## src/rtl/uart_pkg.sv

```systemverilog
// Shared UART transmit definitions: mux select encoding and the
// sequencing FSM state type. Used by uart_tx_ctrl and by Max_TX.
package uart_pkg;

    // Max_TX select contract; codes 12..15 are never driven.
    localparam logic [3:0] SEL_IDLE  = 4'd0;   // line high
    localparam logic [3:0] SEL_START = 4'd1;   // start bit (0)
    localparam logic [3:0] SEL_D0    = 4'd2;   // data[0], LSB first
    localparam logic [3:0] SEL_D7    = 4'd9;   // data[7]
    localparam logic [3:0] SEL_PAR   = 4'd10;  // even parity of data
    localparam logic [3:0] SEL_STOP  = 4'd11;  // stop bit (1)

    typedef enum logic [2:0] {
        ST_IDLE   = 3'd0,
        ST_START  = 3'd1,
        ST_DATA   = 3'd2,
        ST_PARITY = 3'd3,
        ST_STOP   = 3'd4
    } tx_state_e;

endpackage

```

## src/rtl/uart_baud_cnt.sv

```systemverilog
// Bit-period counter: counts 0..CLKS_PER_BIT-1 while enabled and raises
// tc_o on the last cycle of each bit period. clr_i restarts the period.
module uart_baud_cnt #(
    parameter int CLKS_PER_BIT = 16
) (
    input  logic clk,
    input  logic rst_n,
    input  logic clr_i,
    input  logic en_i,
    output logic tc_o
);

    localparam int CNT_W = (CLKS_PER_BIT > 1) ? $clog2(CLKS_PER_BIT) : 1;
    localparam logic [CNT_W-1:0] LAST = CNT_W'(CLKS_PER_BIT - 1);

    logic [CNT_W-1:0] cnt_q;
    logic [CNT_W-1:0] cnt_d;

    // Terminal count only matters while a frame is running.
    assign tc_o = en_i && (cnt_q == LAST);

    // Next count: clear wins, then wrap at the terminal count.
    always_comb begin
        cnt_d = cnt_q;
        if (clr_i) begin
            cnt_d = '0;
        end else if (en_i) begin
            cnt_d = (cnt_q == LAST) ? '0 : cnt_q + 1'b1;
        end
    end

    // Counter register.
    always_ff @(posedge clk or negedge rst_n) begin
        if (!rst_n) begin
            cnt_q <= '0;
        end else begin
            cnt_q <= cnt_d;
        end
    end

endmodule

```

## src/rtl/uart_tx_ctrl.sv

```systemverilog
// UART transmit sequencer feeding the Max_TX bit-select mux.
// Handshake: a byte is accepted on any rising edge where tx_start=1 and
// tx_ready=1 (block in IDLE); tx_start is ignored while tx_ready=0.
// The accepted byte is held on data_out for the whole frame while sel
// steps start, data[0..7], optional parity, stop, one bit period each.
// All outputs come straight from registers.
module uart_tx_ctrl
    import uart_pkg::*;
#(
    parameter int CLKS_PER_BIT = 16,
    parameter bit PARITY_EN    = 1'b1
) (
    input  logic       clk,
    input  logic       rst_n,
    input  logic       tx_start,
    input  logic [7:0] tx_data,
    output logic       tx_ready,
    output logic [7:0] data_out,
    output logic [3:0] sel,
    output logic       busy,
    output logic       tx_done
);

    tx_state_e  state_q, state_d;
    logic [3:0] sel_q, sel_d;
    logic [7:0] data_q, data_d;
    logic       busy_q, busy_d;
    logic       ready_q, ready_d;
    logic       done_q, done_d;
    logic       accept;
    logic       bit_tc;

    assign accept = (state_q == ST_IDLE) && tx_start;

    uart_baud_cnt #(
        .CLKS_PER_BIT (CLKS_PER_BIT)
    ) u_baud_cnt (
        .clk   (clk),
        .rst_n (rst_n),
        .clr_i (accept),
        .en_i  (state_q != ST_IDLE),
        .tc_o  (bit_tc)
    );

    // Next state, select and latch; status outputs follow the next state
    // so they are registered yet line up with sel.
    always_comb begin
        state_d = state_q;
        sel_d   = sel_q;
        data_d  = data_q;
        done_d  = 1'b0;
        unique case (state_q)
            ST_IDLE: begin
                if (tx_start) begin
                    data_d  = tx_data;
                    sel_d   = SEL_START;
                    state_d = ST_START;
                end
            end
            ST_START: begin
                if (bit_tc) begin
                    sel_d   = SEL_D0;
                    state_d = ST_DATA;
                end
            end
            ST_DATA: begin
                if (bit_tc) begin
                    if (sel_q != SEL_D7) begin
                        sel_d = sel_q + 4'd1;
                    end else if (PARITY_EN) begin
                        sel_d   = SEL_PAR;
                        state_d = ST_PARITY;
                    end else begin
                        sel_d   = SEL_STOP;
                        state_d = ST_STOP;
                    end
                end
            end
            ST_PARITY: begin
                if (bit_tc) begin
                    sel_d   = SEL_STOP;
                    state_d = ST_STOP;
                end
            end
            ST_STOP: begin
                if (bit_tc) begin
                    sel_d   = SEL_IDLE;
                    state_d = ST_IDLE;
                    done_d  = 1'b1;
                end
            end
            default: begin
                sel_d   = SEL_IDLE;
                state_d = ST_IDLE;
            end
        endcase
        busy_d  = (state_d != ST_IDLE);
        ready_d = (state_d == ST_IDLE);
    end

    // State and output registers; reset returns the block to idle at once.
    always_ff @(posedge clk or negedge rst_n) begin
        if (!rst_n) begin
            state_q <= ST_IDLE;
            sel_q   <= SEL_IDLE;
            data_q  <= 8'h00;
            busy_q  <= 1'b0;
            ready_q <= 1'b1;
            done_q  <= 1'b0;
        end else begin
            state_q <= state_d;
            sel_q   <= sel_d;
            data_q  <= data_d;
            busy_q  <= busy_d;
            ready_q <= ready_d;
            done_q  <= done_d;
        end
    end

    assign tx_ready = ready_q;
    assign data_out = data_q;
    assign sel      = sel_q;
    assign busy     = busy_q;
    assign tx_done  = done_q;

endmodule

```

## config.mk

```make
export PLATFORM = sky130hd
export DESIGN_NAME = uart_tx_ctrl
export DESIGN_NICKNAME = d
export VERILOG_FILES = /design/src/rtl/uart_pkg.sv /design/src/rtl/uart_baud_cnt.sv /design/src/rtl/uart_tx_ctrl.sv
export SDC_FILE = /design/constraint.sdc
export NUM_CORES = 1
export LEC_CHECK = 0
export CAP_MARGIN = 20
export CORE_UTILIZATION = 49
export DETAILED_ROUTE_END_ITERATION = 8
export GPL_TIMING_DRIVEN = 0
export PLACE_DENSITY = 0.76
export SLEW_MARGIN = 30
export SYNTH_ARGS = -nofsm -noshare
export SYNTH_HDL_FRONTEND = slang
export SYNTH_SLANG_ARGS = --single-unit
```

## constraint.sdc

```tcl
create_clock -name clk -period 2.6 [get_ports clk]
set_clock_uncertainty 0.2 [all_clocks]
set_input_delay 0.78 -clock clk [delete_from_list [all_inputs] [get_ports clk]]
set_output_delay 0.78 -clock clk [all_outputs]
set_load 0.05 [all_outputs]
```

==> flow_metrics.env, run 1 <==
export IMPL_grt_pass1_wl_um=3860
export IMPL_portBuffers=25
export IMPL_critPathMaxFanout=5
export IMPL_routed_wl_um=2230
export IMPL_antenna_found_initial=0
export IMPL_grt_max_degree=23
export IMPL_die_area_mm2=0.00238
export IMPL_rsz0062_at_grt="no"
export IMPL_grt_total_usage_pct=20.9
export IMPL_fin_hold_ws_ns=0.208
export IMPL_drt_pass1_iter_count=4
export IMPL_wl_per_cell_um=13.9
export IMPL_drt_first_iter_violations=21
export IMPL_path_buf_inv=1
export IMPL_clk_pin_slew_ns=0.13
export IMPL_postRouteAntennaNets=0
export IMPL_rr_worst_depth=6
export IMPL_drv_slew=0
export IMPL_start_util_pct=53.6
export IMPL_clkSinkCount=22
export IMPL_cp_slowest_cell="clkdlybuf4s50_1"
export IMPL_min_period_ns=2.53
export IMPL_core_area_mm2=0.00200
export IMPL_drc_errors=0
export IMPL_ys_ff_latch=22
export IMPL_setup_tns_ns=0
export IMPL_yosysWarnings=0
export IMPL_numCtsBuffers=3
export IMPL_clockBufferDepth=2
export IMPL_via_per_inst=5.53
export IMPL_rows=16
export IMPL_powerDensity_mw_per_mm2=1210
export IMPL_synthDistinctLibCells=34
export IMPL_drv_cap=0
export IMPL_syn_area_mm2=0.00107
export IMPL_grt_ovfl_total=0
export IMPL_period_share_pct=97.3
export IMPL_dpl_hpwl_um=1590
export IMPL_timing_fmax_mhz=395
export IMPL_syn_area_per_cell_um2=10.8
export IMPL_antenna_cells=0
export IMPL_gp_congestion=0.881
export IMPL_cts_root_buffer="clkbuf_4"
export IMPL_clkLatencyLatePin_ns=0.31
export IMPL_max_stage_delay_ns=0.82
export IMPL_fin_util_pct=70.9
export IMPL_ir_drop_uv=719
export IMPL_finalPower_w=0.00171
export IMPL_grt_pass1_vias=868
export IMPL_status="completed"
export IMPL_io_pins=26
export IMPL_crit_cells=1
export IMPL_worstPathCellList="clkdlybuf4s50_1"
export IMPL_worstPathRequired_ns=1.62
export IMPL_synthesis_nets=113
export IMPL_hold_viol_final=0
export IMPL_leakage_nw=0.623
export IMPL_holdBufCountCts=0
export IMPL_tightestPinTransition_ns=0.500
export IMPL_maxSlewHeadroom_pct=66.6
export IMPL_vias=884
export IMPL_hp_class="input pin to async pin"
export IMPL_nNetsFinal=148
export IMPL_setup_viol_count_final=0
export IMPL_postSynthCellCount=99
export IMPL_cts_tree="done"
export IMPL_area_delta_synth_final_pct=32.3
export IMPL_die_height_um=48.8
export IMPL_h_tree_depth=1
export IMPL_crit_path_end_kind="output pin"
export IMPL_seq_area_frac_synth_pct=51.5
export IMPL_critical_path_class="register to output pin"
export IMPL_worstPathArrival_ns=1.55
export IMPL_die_w_um=48.8
export IMPL_cp_top_family="buffers and inverters"
export IMPL_drive_gt1_share_pct=16.5
export IMPL_startpoint_type="register"
## stage by stage
stage                     instances  setup slack, ns  area [µm²]
final                           160           0.0697        1420
after CTS                       155          0.00529        1380
after global routing            160           0.0280        1420
after detailed placement        151           -0.273        1360
after global placement          151           -0.275        1360
after floorplan                  99            0.645        1070
## Yosys cell counts
library cell	number	area share [%]
dfrtp_1	21	49
o21ai_0	9	4.2
mux2_2	8	8.4
nand2_1	6	2.1
nor2_1	6	2.1
a21oi_1	5	2.3
nand3_1	4	1.9
clkbuf_1	3	1.1
ha_1	3	3.5
nor2b_1	3	1.8
nor3_1	3	1.4
a311oi_1	2	1.6
and3_1	2	1.2
inv_1	2	0.70
nand2b_1	2	1.2
o21bai_1	2	1.4
a21o_1	1	0.70
a22o_1	1	0.82
a31oi_1	1	0.58
and2_1	1	0.58
and3b_1	1	0.82
buf_2	1	0.47
dfstp_2	1	2.5
nand3b_1	1	0.70
nand4_1	1	0.58
nor4b_1	1	0.82
nor4b_4	1	2.2
o21a_1	1	0.70
o21ba_2	1	0.93
o2bb2ai_1	1	0.82
o31ai_1	1	0.70
or3_1	1	0.58
or4b_2	1	0.93
xnor2_1	1	0.82
## logic make-up after synthesis
kind of cell	after synthesis	share of synthesized area, %
flops	22	51.5
mux	8	8.40
fa+ha+maj	3	3.50
simple gates	34	18.8
buf+inv	6	2.22
xor+xnor	1	0.817
compound gates	25	14.8
## metal layers
| metal | GRT usage (%) | share of wire, % |
|---|---|---|
| met3 | 3.43 | 5.3 |
| met2 | 35.6 | 49 |
| met4 | 7.84 | 1.0 |
| met5 | 0 | 0 |
| met1 | 26.5 | 45 |
## area by class of cell
| type | instances | area, µm² |
|---|---|---|
| fillers | 159 | 583 |
| flip-flops and latches | 22 | 552 |
| multi-input cells | 71 | 497 |
| repair buffers | 30 | 287 |
| well taps | 27 | 33.8 |
| clock buffers | 4 | 26.3 |
| plain buffers | 4 | 16.3 |
| inverters | 2 | 7.51 |
## path summary, 6_finish.rpt
check,to,startpoint,slack (ns)
worst min register to register,data_out[2],data_out[2],0.32
max in group asynchronous,tx_ready,rst_n,1.62
worst max-delay path,sel[2],sel[2],0.07
min in group clk,data_out[2],data_out[2],0.32
worst max register to register,sel[3],u_baud_cnt.cnt_q[0],0.60
worst min-delay path,u_baud_cnt.cnt_q[3],rst_n,0.21
## report_power, final
group / switching, W / leakage (nW) / total, W / internal [W]
sequential: 0.000125 / 0.265 / 0.000608 / 0.000483
clock: 0.000102 / 0.0150 / 0.000162 / 0.0000598
combinational: 0.000572 / 0.343 / 0.000940 / 0.000369
## what timing repair did
item | CTS | global route
setup endpoints to repair | 1 | 3
setup buffers | 0 | 5
resized for setup | 1 | 2
## cell usage in the layout (no fill, tap or decap), drive strengths merged, types with 2 or more instances in the layout
master / count
nor3: 3
dlymetal6s2s: 2
inv: 2
buf: 7
ha: 3
o21bai: 2
a311oi: 2
dfrtp: 21
nor4b: 2
and3: 2
nand2b: 2
nor2b: 3
o21ai: 9
mux2: 8
clkdlybuf4s50: 21
a21oi: 5
nand3: 4
clkbuf: 7
nand2: 6
nor2: 6
## registers in the layout, summed over array words and instances, names as in the netlist
register	cells
state_q	3
tx_ready	1
u_baud_cnt.cnt_q	4
data_out	8
tx_done	1
busy	1
sel	4
Note: power is estimated with default switching activity, not from simulation.
==> run 2, diff against run 1 <==
Settings changed: CTS_CLUSTER_DIAMETER set to 80.
==> results of run 2 <==
Final layout, timing and power as in run 1 (identical DEF).
